[src/rtl/div_seq.sv]
// Purpose : iterative 32-step restoring divider for DIV/DIVU, result as {remainder, quotient}.
// Latency : request accepted at cycle 0, out_valid first high in cycle WIDTH+3; one operation in flight.
// Backpres: in_ready low while busy; result held in DONE until out_ready; flush cancels at the next edge.
module div_seq #(
    parameter int WIDTH = 32,
    parameter int CNT_W = 6
) (
    input  logic                 clk,
    input  logic                 resetn,
    input  logic                 flush,
    input  logic                 in_valid,
    output logic                 in_ready,
    input  logic [1:0]           div_op,
    input  logic [WIDTH-1:0]     dividend,
    input  logic [WIDTH-1:0]     divisor,
    output logic                 out_valid,
    input  logic                 out_ready,
    output logic [2*WIDTH-1:0]   result,
    output logic                 busy
);

    typedef enum logic [2:0] {
        S_IDLE,
        S_PREP,
        S_ITER,
        S_FIX,
        S_DONE
    } state_t;

    // HI half carries the remainder, LO half the quotient.
    typedef struct packed {
        logic [WIDTH-1:0] rem;
        logic [WIDTH-1:0] quo;
    } res_t;

    state_t             state_q, state_d;
    logic [CNT_W-1:0]   cnt_q, cnt_d;
    logic [WIDTH-1:0]   dvd_q, dvd_d;          // dividend as captured (needed for divide-by-zero result)
    logic [WIDTH-1:0]   dvs_q, dvs_d;          // divisor as captured
    logic               sgn_q, sgn_d;          // 1 = signed DIV
    logic               dvd_neg_q, dvd_neg_d;
    logic               dvs_neg_q, dvs_neg_d;
    logic [WIDTH-1:0]   dvs_mag_q, dvs_mag_d;
    // Stored remainder is always below the divisor magnitude, so WIDTH bits hold it;
    // the extra bit of the 33-bit partial remainder exists only in rem_sh/trial.
    logic [WIDTH-1:0]   rem_q, rem_d;
    logic [WIDTH-1:0]   quo_q, quo_d;
    res_t               res_q, res_d;

    logic               accept;
    logic [WIDTH:0]     rem_sh;
    logic [WIDTH:0]     trial;
    logic [WIDTH-1:0]   quo_fix;
    logic [WIDTH-1:0]   rem_fix;

    assign in_ready  = (state_q == S_IDLE);
    assign out_valid = (state_q == S_DONE);
    assign busy      = (state_q != S_IDLE);
    assign result    = res_q;
    assign accept    = in_valid & in_ready & (div_op != 2'b00) & ~flush;

    // Next-state, datapath step and result correction.
    always_comb begin
        state_d   = state_q;
        cnt_d     = cnt_q;
        dvd_d     = dvd_q;
        dvs_d     = dvs_q;
        sgn_d     = sgn_q;
        dvd_neg_d = dvd_neg_q;
        dvs_neg_d = dvs_neg_q;
        dvs_mag_d = dvs_mag_q;
        rem_d     = rem_q;
        quo_d     = quo_q;
        res_d     = res_q;

        rem_sh  = {rem_q, quo_q[WIDTH-1]};
        trial   = rem_sh - {1'b0, dvs_mag_q};
        quo_fix = (sgn_q && (dvd_neg_q ^ dvs_neg_q)) ? -quo_q : quo_q;
        rem_fix = (sgn_q && dvd_neg_q) ? -rem_q : rem_q;

        case (state_q)
            S_IDLE: begin
                if (accept) begin
                    dvd_d     = dividend;
                    dvs_d     = divisor;
                    sgn_d     = div_op[0];   // signed wins when both bits set
                    dvd_neg_d = dividend[WIDTH-1];
                    dvs_neg_d = divisor[WIDTH-1];
                    state_d   = S_PREP;
                end
            end
            S_PREP: begin
                quo_d     = (sgn_q && dvd_neg_q) ? -dvd_q : dvd_q;
                dvs_mag_d = (sgn_q && dvs_neg_q) ? -dvs_q : dvs_q;
                rem_d     = '0;
                cnt_d     = '0;
                state_d   = S_ITER;
            end
            S_ITER: begin
                if (!trial[WIDTH]) begin
                    rem_d = trial[WIDTH-1:0];
                    quo_d = {quo_q[WIDTH-2:0], 1'b1};
                end else begin
                    rem_d = rem_sh[WIDTH-1:0];
                    quo_d = {quo_q[WIDTH-2:0], 1'b0};
                end
                cnt_d = cnt_q + CNT_W'(1);
                if (cnt_q == CNT_W'(WIDTH-1)) begin
                    state_d = S_FIX;
                end
            end
            S_FIX: begin
                // A cancelled division must not disturb the held result.
                if (!flush) begin
                    if (dvs_q == '0) begin
                        res_d = '{rem: dvd_q, quo: '1};
                    end else begin
                        res_d = '{rem: rem_fix, quo: quo_fix};
                    end
                end
                state_d = S_DONE;
            end
            S_DONE: begin
                if (out_ready) begin
                    state_d = S_IDLE;
                end
            end
            default: begin
                state_d = S_IDLE;
            end
        endcase

        if (flush) begin
            state_d = S_IDLE;
        end
    end

    // State and datapath registers; synchronous active-low reset beats flush.
    always_ff @(posedge clk) begin
        if (!resetn) begin
            state_q   <= S_IDLE;
            cnt_q     <= '0;
            dvd_q     <= '0;
            dvs_q     <= '0;
            sgn_q     <= 1'b0;
            dvd_neg_q <= 1'b0;
            dvs_neg_q <= 1'b0;
            dvs_mag_q <= '0;
            rem_q     <= '0;
            quo_q     <= '0;
            res_q     <= '0;
        end else begin
            state_q   <= state_d;
            cnt_q     <= cnt_d;
            dvd_q     <= dvd_d;
            dvs_q     <= dvs_d;
            sgn_q     <= sgn_d;
            dvd_neg_q <= dvd_neg_d;
            dvs_neg_q <= dvs_neg_d;
            dvs_mag_q <= dvs_mag_d;
            rem_q     <= rem_d;
            quo_q     <= quo_d;
            res_q     <= res_d;
        end
    end

endmodule
[config.mk]
export PLATFORM = sky130hd
export DESIGN_NAME = div_seq
export DESIGN_NICKNAME = d
export VERILOG_FILES = /design/src/rtl/div_seq.sv
export SDC_FILE = /design/constraint.sdc
export NUM_CORES = 1
export LEC_CHECK = 0
export CAP_MARGIN = 15
export CORE_MARGIN = 2
export CORE_UTILIZATION = 50
export CTS_CLUSTER_DIAMETER = 200
export DETAILED_ROUTE_END_ITERATION = 7
export PLACE_DENSITY_LB_ADDON = 0.1
export RECOVER_POWER = 100
export SYNTH_ARGS = -nofsm -noshare
export SYNTH_HDL_FRONTEND = slang
export SYNTH_SLANG_ARGS = --single-unit
export TNS_END_PERCENT = 30
[constraint.sdc]
create_clock -name clk -period 5.1 [get_ports clk]
set_input_delay 1.53 -clock clk [delete_from_list [all_inputs] [get_ports clk]]
set_output_delay 1.53 -clock clk [all_outputs]
set_load 0.01 [all_outputs]
# == Word level (Yosys, flattened, before mapping) ==
# Index checks and enable logic that the tools add are counted.
# op_classes
add_sub_neg,6
eq_ne,8
mux,14
bitwise_logic,6
n_reduce_logical,12
# ops
cell,count
two-way mux 32 bit,5
negator 32 bit,4
one-hot mux 32 bit (2 select lines),2
two-way mux 64 bit,1
subtractor 33 x 32 -> 33 bit,1
logical NOT 32 bit,1
one-hot mux 3 bit (5 select lines),1
one-hot mux 6 bit (2 select lines),1
two-way mux 3 bit,3
adder 6 x 1 -> 6 bit (second input constant),1
== test 3 x 2 -> 1 bit (second input constant),2
== test 6 x 5 -> 1 bit (second input constant),1
inequality test 2 x 1 -> 1 bit (second input constant),2
AND reduction 2 bit,2
nonzero test 2 bit,2
bitwise AND 1 bit,3
== test 3 x 1 -> 1 bit (second input constant),1
== test 3 bit (second input constant),1
logical AND 1 bit,3
logical NOT 3 bit,1
AND reduction 3 bit,1
nonzero test 3 bit,1
inequality test 2 bit (second input constant),1
NOT 1 bit,2
other kinds (3),3
# totals
ff_bits,236
output_inout_bits,67
wordCells,58

# == Longest topological paths before layout ==
# depth
ltp_word,6
depth_mapped,13
depth_no_buf,12

# == Worst setup path before layout ==
# Ideal clock, no wire load.
# synth_timing
path_kind,flip-flop to flip-flop
startpoint,register quo_q[31]
endpoint,register rem_q[22]
setup_time_ns,0.129
t_arrival_ns,2.781
required_time_ns,4.971
slack_ns,2.190
stages_incl_launch_ff,14
period_less_slack_ns,2.910
cell_sequence,dfxtp_1 > inv_1 > ha_1 > fa_1 > nand2b_1 > a21oi_1 > o21ai_0 > a21o_1 > o31ai_4 > a31oi_4 > xnor2_4 > buf_4 > mux2i_1 > o21ai_0
# synth_via
elab_chain_cells,3
# synth_lines
item,line_no,rtl
from (decl),47,"logic [WIDTH-1:0] quo_q, quo_d;"
from (signal assigned),162,quo_q <= quo_d;
subtractor 33 x 32 -> 33 bit,77,"trial = rem_sh - {1'b0, dvs_mag_q};"
two-way mux 32 bit,100,if (!trial[WIDTH]) begin
one-hot mux 32 bit (2 select lines),81,case (state_q)
to (signal assigned),161,rem_q <= rem_d;
to (decl),46,"logic [WIDTH-1:0] rem_q, rem_d;"
# Every way passes these cells.
# A chain may end at the register's enable or synchronous reset.

# == Worst setup path after layout ==
# layout_timing
startpoint,register quo_q[31]
endpoint,register rem_q[17]
# The elaborated chain is that of the path after synthesis.

==> impl_results.md <==
* Outcome: finished with violations
* Failing checks: max-capacitance violations, max-slew violations
* Total die area at 0.0278 sq mm
* Die width at 167 microns
* Crit end category: register
* CTS tree: done
* CTS resizes at 0
* Vias/cell at 5.77
* Initial antenna violation count at 0
* Post-layout min period at 4180 ps
* Total CTS buffers at 27
* WL per Instance at 17.7 microns
* Seq/Total Area, Yosys at 35.4%
* GR Layer Usage met2 at 40.5%
* P_int at 0.00366 W
* Routed vias at 12300
* Die H at 167 microns
* Drc violations at 0
* P per Cell Area at 319 mW/mm^2
* DRT iter0 DRCs at 912
* H-tree depth at 1
* Tightest Pin Transition at 2010 ps
* Syn_nets at 1820
* Setup CP Type: reg2reg
* Yosys top cell area share at 35.4%
* Num rows at 59
* Final Hold Fails at 0
* M1 GR Usage at 38.3%
* Slowest cell on the critical path: xnor2_4
* Synth area leader: dfxtp_1
* Num ports at 138
* Fin. max-slew vios at 300
* Clock buffer depth at 3
* P_sw at 0.00135 W
* Final setup vio count at 0
* GRT Total Usage at 26.5%
* RD Place Congestion at 0.943
* Logic pwr share at 15.7%
* Detail Placement HPWL at 27.5 mm
* CP Max Fanout at 20
* Post-synth ARST share at 0%
* Hold/Removal Path Class: reg2reg
* N_diodes at 0
* CP Cell Sequence: inv_1 -> ha_1 -> fa_1 -> nand2b_1 -> a21oi_1 -> o21ai_0 -> a21o_1 -> o31ai_1 -> a31oi_4 -> xnor2_4 -> clkbuf_1 -> mux2i_1 -> o21ai_0
* Leak pwr at 6.04 nW
* Area of the core at 0.0261 sq mm
* Hold-fix buffers, CTS at 0
* # Max-Cap Violations at 3
* Post-synth top cells: nand2_1, dfxtp_1, a21oi_1
* Distinct cell type count after synthesis at 75
* Fraction of layout cells with a size suffix above 1 at 5.12%
* Number of synthesized flops with an enable pin at 0
* Mapped Avg Cell Area at 7.73 sq um
* WP data arrival at 4560 ps
* Drt first pass iters at 5
* Initial Util at 50.8%
* Synth Flop Type: dfxtp_1
* Post-Syn Instances at 1711
* CP Data Required Time at 5480 ps
* Setup TNS at 0 ps
* Final Net Count at 1886
* Sink Count at 234
* Synth warn at 0
* Post-CTS setup buffers at 0
* Fmax at 239 MHz
* Worst-Skew Late Latency at 550 ps
* Post-Place Cells at 2083
* GR Layer Usage met3 at 5.51%
* Worst path top cell family by delay: compound AO/OA/AOI/OAI gates
* Top-count cell post-synth: nand2_1
* Layer with the highest usage: met2
* Clock transition at the registers of the reported paths at 70 ps
* VDD IR max at 0.000265 V
* Worst Path Buf+Inv at 2
* Clock group share of total power at 45.9%
* Net Sw Frac at 27.0%
* Fin crit share at 82.0%
* CTS root buf: clkbuf_16
* Remaining global-route overflow at 0
* Critical path's most frequent cell: o21ai_0
* Sequential share of power at 38.4%
* Synth Register Bits at 234
* Vias in the first global route at 11300
* RSZ-0062 raised after global routing: no
* Synth top area cells: dfxtp_1, nand2_1, a21oi_1
* Fin Clk Skew at 22.2 ps
* Antenna-violating nets left at 0
* Synth-to-Final Area Change at 18.8%
* I/O Buffers at 137
* Crit path launch type: register
* First-pass GRT wire length at 60.7 mm
* CP peak stage delay at 610 ps
* Relative slew slack at -34.1%
* Post-Synthesis Cell Area at 0.0132 sq mm
* Largest net degree at the start of global routing at 169
* Final wirelength at 37.8 mm
* Post-route non-filler standard cell count at 2133
[power by group through the flow]
stage                     clock, W  combinational, W  sequential (W)
after global placement           0          0.000785         0.00196
after detailed placement         0          0.000793         0.00196
final                      0.00230          0.000788         0.00192
after floorplan                  0          0.000597         0.00194
after global routing       0.00240          0.000867         0.00193
after CTS                  0.00233          0.000796         0.00192
[layout by cell type, fill, tap and decap left out, types with 25 or more instances in the layout]
| cell | n |
|---|---|
| a21oi_1 | 209 |
| xnor2_1 | 83 |
| clkdlybuf4s50_1 | 68 |
| ha_1 | 37 |
| o211ai_1 | 31 |
| nor2_1 | 105 |
| inv_1 | 53 |
| clkbuf_16 | 27 |
| xor2_1 | 61 |
| a211oi_1 | 28 |
| a21o_1 | 27 |
| o21ai_0 | 103 |
| dfxtp_1 | 234 |
| a31oi_1 | 28 |
| nand2_1 | 307 |
| nor3_1 | 25 |
| a22oi_1 | 31 |
| dlygate4sd3_1 | 69 |
| mux2i_1 | 26 |
[sequential cells by signal, indices dropped and copies added, names as in the netlist, 3 cells and up]
register	flops
quo_q	32
state_q	3
dvs_mag_q	32
dvs_q	32
result	64
cnt_q	6
rem_q	32
dvd_q	32
[cells by family after synthesis]
logic type	share of synthesized area (%)
adder cells (fa/ha/maj)	3.65
multiplexers	2.05
buffers and inverters	5.29
flip-flops	35.4
AND/OR/NAND/NOR	18.9
XOR/XNOR	9.74
AO/OA/AOI/OAI	24.9
[stage by stage]
step	hold WS, ps	cell area (sq um)	setup slack, ps	power, W	utilization, %
finish	452	15700	918	0.00501	60.3
global route	471	15700	620	0.00519	60.3
CTS	455	15800	1420	0.00505	60.6
global placement	442	14700	1510	0.00275	56.5
detailed placement	448	14700	1460	0.00276	56.5
floorplan	432	13200	2190	0.00253	-
[final timing paths]
path	startpoint	to	slack (ps)	cells past startpoint
setup / recovery	quo_q[31]	rem_q[17]	920	13
hold / removal	result[37]	result[37]	450	2
setup reg to reg	quo_q[31]	rem_q[17]	920	13
hold reg to reg	result[37]	result[37]	450	2
[final cells by class]
class	instances	area [sq um]
Fill cell	2458	10300
Clock buffer	30	717
Tap cell	335	419
Timing Repair Buffer	154	1500
Clock inverter	20	349
Multi-Input combinational cell	1306	7850
Sequential cell	234	4680
Inverter	54	204
[routing by layer]
layer / vias to the layer above / part of all wire (%) / routed length (microns)
met5: - / 0 / 0
met4: 0 / 2.3 / 876
met3: 65 / 8.0 / 3040
met2: 390 / 43 / 16200
met1: 5717 / 47 / 17700
li1: 6141 / - / -
[worst min-delay path, cell delays in order, from the launching register on]
cell and delay (ps):
dfxtp_1 300, nand2_1 50, a21oi_1 50
(Power assumes the default switching activity.)
